`src/rtl/regfile_wb_ctrl.sv`:
```
// Register-file write-port controller: merges single-cycle writeback (A) with buffered
// long-latency writeback (B) and tracks pending long-latency destinations for decode.
module regfile_wb_ctrl #(
  parameter int unsigned AWIDTH       = 5,
  parameter int unsigned DWIDTH       = 32,
  parameter int unsigned FIFO_DEPTH   = 2,
  parameter int unsigned STARVE_LIMIT = 4
) (
  input  logic              clk_i,
  input  logic              rst_n_i,
  input  logic              rsv_valid_i,
  input  logic [AWIDTH-1:0] rsv_addr_i,
  output logic              rsv_ready_o,
  input  logic              a_valid_i,
  output logic              a_ready_o,
  input  logic [AWIDTH-1:0] a_addr_i,
  input  logic [DWIDTH-1:0] a_data_i,
  input  logic              b_valid_i,
  output logic              b_ready_o,
  input  logic [AWIDTH-1:0] b_addr_i,
  input  logic [DWIDTH-1:0] b_data_i,
  output logic              rf_wen_o,
  output logic [AWIDTH-1:0] rf_waddr_o,
  output logic [DWIDTH-1:0] rf_wdata_o,
  input  logic [AWIDTH-1:0] q_addr1_i,
  input  logic [AWIDTH-1:0] q_addr2_i,
  output logic              q_busy1_o,
  output logic              q_busy2_o
);

  localparam int unsigned NumRegs = 2 ** AWIDTH;
  localparam int unsigned PtrW    = $clog2(FIFO_DEPTH);
  localparam int unsigned CntW    = $clog2(STARVE_LIMIT + 1);
  localparam logic [CntW-1:0] StarveMax = CntW'(STARVE_LIMIT);
  localparam logic [PtrW:0]   FifoFull  = (PtrW + 1)'(FIFO_DEPTH);

  logic [AWIDTH-1:0]  fifo_addr_q [FIFO_DEPTH];
  logic [DWIDTH-1:0]  fifo_data_q [FIFO_DEPTH];
  logic [PtrW-1:0]    rd_ptr_q, wr_ptr_q;
  logic [PtrW:0]      count_q, count_d;
  logic [CntW-1:0]    starve_q, starve_d;
  logic [NumRegs-1:0] busy_q, busy_d;
  logic               rf_src_b_q;

  logic fifo_empty, fifo_full, push, force_b, a_commit, b_commit;

  assign fifo_empty = (count_q == '0);
  assign fifo_full  = (count_q == FifoFull);
  assign b_ready_o  = !fifo_full;
  assign push       = b_valid_i && !fifo_full;

  // A starved head takes the port for exactly one cycle.
  assign force_b    = !fifo_empty && (starve_q == StarveMax);
  assign a_ready_o  = !force_b;
  assign a_commit   = a_valid_i && !force_b;
  assign b_commit   = !fifo_empty && !a_commit;

  assign rsv_ready_o = (rsv_addr_i == '0) || !busy_q[rsv_addr_i];
  assign q_busy1_o   = busy_q[q_addr1_i];
  assign q_busy2_o   = busy_q[q_addr2_i];

  always_comb begin
    busy_d = busy_q;
    if (rf_wen_o && rf_src_b_q) busy_d[rf_waddr_o] = 1'b0;
    if (rsv_valid_i && rsv_ready_o && (rsv_addr_i != '0)) busy_d[rsv_addr_i] = 1'b1;
    busy_d[0] = 1'b0;
  end

  always_comb begin
    starve_d = starve_q;
    if (fifo_empty || b_commit) begin
      starve_d = '0;
    end else if (starve_q != StarveMax) begin
      starve_d = starve_q + CntW'(1);
    end
  end

  always_comb begin
    count_d = count_q;
    if (push && !b_commit) begin
      count_d = count_q + (PtrW + 1)'(1);
    end else if (!push && b_commit) begin
      count_d = count_q - (PtrW + 1)'(1);
    end
  end

  always_ff @(posedge clk_i) begin
    if (push) begin
      fifo_addr_q[wr_ptr_q] <= b_addr_i;
      fifo_data_q[wr_ptr_q] <= b_data_i;
    end
  end

  always_ff @(posedge clk_i) begin
    if (!rst_n_i) begin
      rd_ptr_q   <= '0;
      wr_ptr_q   <= '0;
      count_q    <= '0;
      starve_q   <= '0;
      busy_q     <= '0;
      rf_wen_o   <= 1'b0;
      rf_waddr_o <= '0;
      rf_wdata_o <= '0;
      rf_src_b_q <= 1'b0;
    end else begin
      busy_q   <= busy_d;
      starve_q <= starve_d;
      count_q  <= count_d;
      if (push)     wr_ptr_q <= wr_ptr_q + PtrW'(1);
      if (b_commit) rd_ptr_q <= rd_ptr_q + PtrW'(1);
      if (a_commit) begin
        rf_wen_o   <= (a_addr_i != '0);
        rf_waddr_o <= a_addr_i;
        rf_wdata_o <= a_data_i;
        rf_src_b_q <= 1'b0;
      end else if (b_commit) begin
        rf_wen_o   <= (fifo_addr_q[rd_ptr_q] != '0);
        rf_waddr_o <= fifo_addr_q[rd_ptr_q];
        rf_wdata_o <= fifo_data_q[rd_ptr_q];
        rf_src_b_q <= 1'b1;
      end else begin
        rf_wen_o <= 1'b0;
      end
    end
  end

endmodule
```
`config.mk`:
```
export PLATFORM = sky130hd
export DESIGN_NAME = regfile_wb_ctrl
export DESIGN_NICKNAME = d
export VERILOG_FILES = /design/src/rtl/regfile_wb_ctrl.sv
export SDC_FILE = /design/constraint.sdc
export NUM_CORES = 1
export LEC_CHECK = 0
export CORE_MARGIN = 8
export CORE_UTILIZATION = 42
export DETAILED_ROUTE_END_ITERATION = 7
export PLACE_DENSITY = 0.76
export SLEW_MARGIN = 20
export SYNTH_ARGS = -nofsm -noshare
export SYNTH_HDL_FRONTEND = slang
export SYNTH_SLANG_ARGS = --single-unit
```
`constraint.sdc`:
```
create_clock -name clk_i -period 8.5 [get_ports clk_i]
set_clock_uncertainty 0.05 [all_clocks]
set_input_delay 2.125 -clock clk_i [delete_from_list [all_inputs] [get_ports clk_i]]
set_output_delay 2.125 -clock clk_i [all_outputs]
set_load 0.05 [all_outputs]
```
==> flow_summary.ini, run 1 <==
[grt]
grt_max_degree = 84
grt_pass1_wl_mm = 29.8
antenna_found_initial = 0
overflow = 0
grt_usage_pct = 18.6
grt_pass1_vias = 5572

[sta]
rsz0062_at_grt = no
finalSetupViolCount = 0
tightestPinTransition_ns = 1.01
max_slew_margin_pct = 32.6
period_share_pct = 86.8
fin_crit_ns = 7.38
setup_tns_ns = 0
clock.fmax_mhz = 135
slew_violations = 0
finalHoldViolations = 0
setup_ws_ns = 1.12

[finish]
n_antenna_cell = 0
mostFrequentLayoutCell = clkdlybuf4s50_1
area_delta_synth_final_pct = 30.1
drive_gt1_share_pct = 12.2
final_nets = 798
mostFrequentLayoutCells = clkdlybuf4s50_1, dfxtp_1, edfxtp_1

[floorplanning]
num_rows = 47
die_h_microns = 144
die-width_microns = 144
start_util_pct = 42.3
dieArea_sq_um = 20800
ios = 137
core_sq_um = 16300

[setup_path]
arrival_ns = 5.21
cp_num_buf_inv = 2
cp_top_family = buffers and inverters
end_kind = primary output
critPathKind = in2out
required_ns = 6.33
crit_path_cell_trace = clkdlybuf4s50_1 > mux4_1 > nand2_1 > o21ai_0 > a211oi_1 > clkdlybuf4s50_1
slowest_delay_ns = 1.05
cp_slowest_cell = clkdlybuf4s50_1
cp_max_fo = 17
crit_top_cell = clkdlybuf4s50_1
startpoint_type = input port

[pwr]
total_power_uw = 2250
p_per_area_nw_per_um2 = 251
power_leakage_uw = 0.00305
ir_worst_vdd_uv = 185

[clock_tree]
h-tree-depth = 4
clock-root-buffer = clkbuf_16
hold_buffers = 0
clockBufferDepth = 2
insertion_delay_ns = 0.41
cts_resized = 0
clk_pin_slew_worst_paths_ns = 0.06
tritoncts = done
cts_setup_buffers = 0
cts_buffers = 17
cts_sinks = 152

[synth]
async_flop_share_pct = 0
ys_warn_count = 0
synth.distinct_cells = 54
synth_nets = 682
synth_cells = 585
synth-main-ff-cell = dfxtp_1
synth_edf_count = 74
netlist_area_sq_um = 6900
ys_seq_area_share_pct = 54.9
ys_ff_latch = 152
syn-mean-instance-area_sq_um = 11.8

[status]
status = completed

[routing]
drtIter0Drc = 450
drt_wl_total_mm = 19.0
vias = 5403
drc_errors = 0
wl_per_cell_microns = 20.3
detail-route-antenna-nets = 0
viasPerCell = 5.78
drt_pass1_iterations = 6

[placed_design]
dp_slack_ns = 1.14
place.gp.congestion = 0.872
numPortBuffers = 136
hpwl_mm = 13.6

[hold_path]
hold_class = reg2reg

[run]
drv_cap = 0
-- final timing paths --
check / start / to / slack (ns) / cells after the start
hold / removal: rf_wdata_o[2] / rf_wdata_o[2] / 0.43 / 2
setup reg to reg: starve_q[0] / count_q[1] / 5.80 / 10
setup / recovery: rsv_addr_i[0] / rsv_ready_o / 1.12 / 6
hold reg to reg: rf_wdata_o[2] / rf_wdata_o[2] / 0.43 / 2
-- per-layer routing --
metal,up-vias,global-route usage (%),part of all wire [%]
met5,-,0,0
met4,0,6.63,2.3
li1,2514,-,-
met1,2624,22.0,41
met3,36,6.90,9.2
met2,229,30.4,48
-- sequential cells by signal (all words and copies together), names as in the netlist, named ones only --
| name | cells |
|---|---|
| count_q | 2 |
| busy_q | 31 |
| rd_ptr_q | 1 |
| fifo_data_q | 64 |
| rf_waddr_o | 5 |
| rf_wdata_o | 32 |
| wr_ptr_q | 1 |
| starve_q | 3 |
| rf_wen_o | 1 |
| fifo_addr_q | 10 |
| rf_src_b_q | 1 |
-- cells by family (layout without fill, tap and decap cells) --
kind of cell / Yosys count / count (layout) / share of synthesized area [%]
adder cells (fa/ha/maj): 3 / 3 / 0.544
multiplexers: 74 / 74 / 12.6
AND/OR/NAND/NOR: 175 / 175 / 13.6
flip-flops: 152 / 152 / 54.9
buffers and inverters: 52 / 181 / 3.39
XOR/XNOR: 3 / 3 / 0.381
AO/OA/AOI/OAI: 126 / 126 / 14.5
-- power by group --
part,switching (uW),total [uW],internal [uW]
Combinational,340,584,245
Sequential,76.8,946,869
Clock,306,725,419
Total,722,2250,1530
-- Yosys cell counts (5+ instances only) --
master / n / share of area (%)
o21ai_0: 12 / 0.87
nor3b_1: 6 / 0.65
dfxtp_1: 78 / 23
mux4_2: 6 / 2.0
a222oi_1: 28 / 4.1
nor3_1: 7 / 0.51
clkbuf_1: 37 / 2.0
and2_1: 7 / 0.64
inv_1: 7 / 0.38
nand3_1: 24 / 1.7
a21boi_0: 11 / 1.2
o31ai_1: 17 / 1.9
edfxtp_1: 74 / 32
nor2_1: 19 / 1.0
or3_1: 5 / 0.45
nor2b_1: 37 / 3.4
o211ai_1: 24 / 2.6
a221oi_1: 6 / 0.76
mux2_2: 31 / 5.1
a32o_1: 8 / 1.2
nand2_1: 45 / 2.4
mux2i_1: 36 / 5.2
-- through the flow --
step	hold slack, ns	cells	utilization, %	cell area [sq um]
2_1_floorplan	0.412	585	-	6900
3_3_place_gp	0.403	901	51.4	8370
3_5_place_dp	0.418	901	51.4	8370
4_1_cts	0.426	933	54.9	8950
5_1_grt	0.448	934	55.1	8970
6_report	0.425	934	55.1	8970
-- worst reg2reg max path: cells and delay by family, from the launching register on --
family          cells  cell delay, ns
flops               1            0.31
buf+inv             3            0.48
compound gates      2            0.59
fa+ha+maj           2            0.54
simple gates        3            0.65
-- cell type report --
class,instances,area (sq um)
well taps,220,275
flip-flops and latches,152,3780
repair buffers,142,1410
inverters,7,26.3
fillers,1340,7320
clock buffers,18,439
multi-input cells,381,2890
clock inverters,14,136
Note: power is estimated with default switching activity, not from simulation.
==> run 2: changes to the inputs <==
--- a/config.mk
+++ b/config.mk
@@ -8,6 +8,7 @@
 export CORE_MARGIN = 8
 export CORE_UTILIZATION = 42
 export DETAILED_ROUTE_END_ITERATION = 7
+export MAX_ROUTING_LAYER = met4
 export PLACE_DENSITY = 0.76
 export SLEW_MARGIN = 20
 export SYNTH_ARGS = -nofsm -noshare
==> constraint.sdc (replaced) <==
create_clock -name clk_i -period 7.49 [get_ports clk_i]
set_clock_uncertainty 0.05 [all_clocks]
set_input_delay 1.8725 -clock clk_i [delete_from_list [all_inputs] [get_ports clk_i]]
set_output_delay 1.8725 -clock clk_i [all_outputs]
set_load 0.05 [all_outputs]
==> flow_summary.ini, run 2 (same netlist as run 1, synthesis figures left out) <==
[finish]
largest_reg_flops = 64
mostFrequentLayoutCell = clkdlybuf4s50_1
drive_gt1_share_pct = 11.8
final_nets = 798
regArea_sq_um = 3780
mostFrequentLayoutCells = clkdlybuf4s50_1, dfxtp_1, edfxtp_1
largestRegisters = fifo_data_q: 64 flops, rf_wdata_o: 32 flops, busy_q: 31 flops
fill_cells = 1375
area_delta_synth_final_pct = 30.4
n_antenna_cell = 0
regMostFlops = fifo_data_q
multiInputGateArea_sq_um = 2890
final_area_sq_um = 8990
utilization_pct = 55.2

[sta]
tightestPinTransition_ns = 0.999
rsz0062_at_grt = no
finalHoldViolations = 0
period_share_pct = 86.6
fin_crit_ns = 6.49
max_slew_margin_pct = 33.4
slew_violations = 0
finalSetupViolCount = 0
clock.fmax_mhz = 154
holdWs_ns = 0.420
setup_tns_ns = 0

[floorplanning]
num_rows = 47
core_sq_um = 16300
ios = 137
die-width_microns = 144
start_util_pct = 42.3
dieArea_sq_um = 20800
die_h_microns = 144

[grt]
grt_pass1_vias = 5715
grt_usage_pct = 19.6
grt_max_degree = 84
antenna_found_initial = 0
overflow = 0
grt_pass1_wl_mm = 30.3

[clock_tree]
cts_setup_buffers = 0
cts_buffers = 17
cts_sinks = 152
tritoncts = done
clockBufferDepth = 2
insertion_delay_ns = 0.41
cts_resized = 0
hold_buffers = 0
clk_pin_slew_worst_paths_ns = 0.06
clock-root-buffer = clkbuf_16
h-tree-depth = 4

[setup_path]
required_ns = 5.57
crit_path_end = q_busy2_o
critPathKind = in2out
r2r_cells = 11
crit_top_cell = clkdlybuf4s50_1
crit_path_cell_trace = clkdlybuf4s50_1 > mux4_2 > mux2i_1 > nor3b_1 > a41oi_1 > nand3_1 > clkdlybuf4s50_1
cp_slowest_cell = clkdlybuf4s50_1
arrival_ns = 4.56
end_kind = primary output
r2r_start = starve_q[0]
r2r_setup_slack_ns = 4.68
reg2reg_to = count_q[1]
cp_top_family = buffers and inverters
startpoint_type = input port
cp_max_fo = 11
cp_num_buf_inv = 2
crit_path_start = q_addr2_i[0]
slowest_delay_ns = 0.76
cp_num_cells = 7

[pwr]
swShare_pct = 30.8
internal-power_uw = 1800
seq_power_share_pct = 41.5
combPwrFrac_pct = 25.5
p_per_area_nw_per_um2 = 289
ir_worst_vdd_uv = 189
total_power_uw = 2590
clockPowerShare_pct = 33.0
p_sw_uw = 799
power_leakage_uw = 0.00305

[routing]
drtIter0Drc = 540
viasPerCell = 5.75
drt_wl_total_mm = 19.5
wl_per_cell_microns = 20.8
vias = 5372
drt_pass1_iterations = 8
detail-route-antenna-nets = 0
drc_errors = 0

[hold_path]
hold_class = reg2reg

[placed_design]
placed_cell_area_sq_um = 8370
place.gp.congestion = 0.957
hpwl_mm = 13.8
numPortBuffers = 136

[run]
drv_cap = 0

[status]
status = completed
run 2: changes by cell type in the layout (fill, tap and decap cells not counted):
cell / previous run / this run
inv_6: 6 / 2
bufinv_16: 1 / 3
clkbuf_1: 0 / 2
clkinvlp_4: 1 / 3
inv_8: 2 / 0
clkinv_1: 0 / 1
clkinv_4: 1 / 0
run 2: layout make-up:
type	instances	area share (%)
clock buffers	20	4.97
clock inverters	12	1.66
inverters	7	0.292
multi-input cells	381	32.2
flip-flops and latches	152	42.1
well taps	220	3.06
repair buffers	142	15.7
run 2: worst min-delay path by stage:
stage | start | to | slack, ns | cells after the start
2_1_floorplan | busy_q[4] | busy_q[4] | 0.41 | 2
3_3_place_gp | rf_wdata_o[29] | rf_wdata_o[29] | 0.40 | 2
3_5_place_dp | rf_wdata_o[29] | rf_wdata_o[29] | 0.41 | 2
4_1_cts | rf_wdata_o[29] | rf_wdata_o[29] | 0.41 | 2
5_1_grt | rf_wdata_o[2] | rf_wdata_o[2] | 0.45 | 2
6_report | rf_wdata_o[29] | rf_wdata_o[29] | 0.42 | 2
run 2: tightest hold or removal path, cell delays in order (launching register included):
cell	delay [ns]
dfxtp_1	0.30
nand2_1	0.05
a21boi_0	0.07
run 2: power groups by stage:
stage / combinational [uW] / clock (uW) / sequential, uW
floorplan: 342 / 0 / 1170
global placement: 635 / 0 / 1090
detailed placement: 656 / 0 / 1090
CTS: 659 / 872 / 1080
global route: 705 / 908 / 1090
finish: 663 / 856 / 1080
run 2: stage by stage:
step                instances  worst slack [ns]
floorplan                 585              1.44
global placement          901              1.08
detailed placement        901              1.00
CTS                       933             0.995
global route              934             0.904
finish                    934              1.00
run 2: layer usage:
layer	GRT usage, %	vias to the layer above	wire length, microns
li1	-	2509	-
met3	6.01	24	1430
met4	6.24	0	323
met2	31.6	233	9360
met1	23.0	2606	8360
met5	-	-	0
==> RTL edit (config.mk and constraints of run 1) <==
`AWIDTH`: 5 -> 4.
--- a/src/rtl/regfile_wb_ctrl.sv
+++ b/src/rtl/regfile_wb_ctrl.sv
@@ -1,7 +1,7 @@
 // Register-file write-port controller: merges single-cycle writeback (A) with buffered
 // long-latency writeback (B) and tracks pending long-latency destinations for decode.
 module regfile_wb_ctrl #(
-  parameter int unsigned AWIDTH       = 5,
+  parameter int unsigned AWIDTH       = 4,
   parameter int unsigned DWIDTH       = 32,
   parameter int unsigned FIFO_DEPTH   = 2,
   parameter int unsigned STARVE_LIMIT = 4
Ports: changed (6 resized); port bits go from 137 to 131. The function was not compared with the original's and may differ.
==> RTL edit against run 1 <==
Wire length down 23%; synthesized area is 17% lower; worst setup slack gained 420 ps; worst hold slack got worse by 21 ps; power fell by 6.6%; cell area fell by 14%; clock power fell by 2%; sequential cell count down 19; via count fell by 23%; synthesized cell count down 23%; highest routed layer is now met5.
==> RTL edit: results (changes against run 1) <==
* Peak supply drop at 0.000169 V (-8.4%)
* Tmin final at 6970 ps (-417 ps)
* Crit path max fanout at 12 (-5)
* Layout Cells excl Fill at 764 (-18%)
* Synth top area cells: edfxtp_1, dfxtp_1, mux2_2
* Status: finished clean
* 1st-iter DRT viols at 265 (-41%)
* Post-synth top cells: edfxtp_1, dfxtp_1, nand2_1, mux2_2, a22oi_1
* Adder-cell share of the synthesized area at 0.657% (+0.11 points)
* Vias/cell at 5.46 (-5.6%)
* Synth Area in XOR/XNOR at 0.613% (+0.23 points)
* Biggest regs: fifo_data_q x64, rf_wdata_o x32, busy_q x15
* Largest net degree at the start of global routing at 62 (-26%)
* Setup slack at placement at 1560 ps (+428 ps)
* Vias in the first global route at 4419 (-21%)
* Worst hold slack at 404 ps (-21.5 ps)
* Seq/Total Area, Yosys at 59.2% (+4.4 points)
* Worst hold start: rf_wdata_o[12]
* First-pass iteration count of the detailed router at 5 (-1)
* Number of port buffers at 130 (-4.4%)
* R2R depth at 9 (-1)
* Post-synthesis mux area share at 12.5% (-0.096 points)
* Share of layout cells above drive strength 1 at 15.1% (+3.0 points)
* Filler cells at 1089 (-19%)
* Placed cell area at 7090 um^2 (-15%)
* M2 GR Usage at 27.2% (-3.3 points)
* Static leakage at 2.74 nW (-10%)
* Critical Path Start: rsv_addr_i[1]
* Total Routed Length at 14600 um (-23%)
* Antenna violations before repair at 1 (+1)
* Min-Delay Endpoint: rf_wdata_o[12]
* Maximum clock path buffer count at 2 (unchanged)
* Number of distinct library cells after synthesis at 46 (-15%)
* DP Cell Count at 730 (-19%)
* # nets final at 667 (-16%)
* Reg-to-reg slack, setup at 6030 ps (+230 ps)
* Mapped Nets at 542 (-21%)
* Met3 Track Usage GR at 6.96% (+0.064 points)
* Arr. time, crit path at 4790 ps (-420 ps)
* Number of flops mapped to enable cells by yosys at 72 (-2.7%)
* Syn avg cell area at 12.7 um^2 (+7.7%)
* Slew HR at 32.0% (-0.58 points)
* Total track usage at 16.4% (-2.1 points)
* RD Place Congestion at 0.916 (+5.1%)
* Post-CTS Setup Bufs at 0 (unchanged)
## RTL edit: report_power, final
part           total [W]  internal, W  switching [W]  leakage, nW
Clock           0.000711     0.000432       0.000278        0.272
Sequential      0.000861     0.000785      0.0000764         1.17
Combinational   0.000535     0.000233       0.000303         1.29
## RTL edit: cell type report
type                    instances  area (um^2)  share of cell area [%]
clock buffers                  17          425                    5.51
repair buffers                134         1360                    17.6
multi-input cells             282         2140                    27.8
flip-flops and latches        133         3380                    43.9
well taps                     176          220                    2.85
clock inverters                15          156                    2.03
inverters                       7         26.3                   0.341
## RTL edit: critical path, cell delays in order
cell and delay, ps:
clkdlybuf4s50_1 780, mux2_2 390, a221oi_1 360, mux2_2 220
a21o_1 100, clkdlybuf4s50_1 810
## RTL edit: routing by layer
layer / up-vias / routed length, um
li1: 1959 / -
met1: 2028 / 5910
met2: 158 / 7050
met3: 24 / 1350
met4: 2 / 243
met5: - / 13
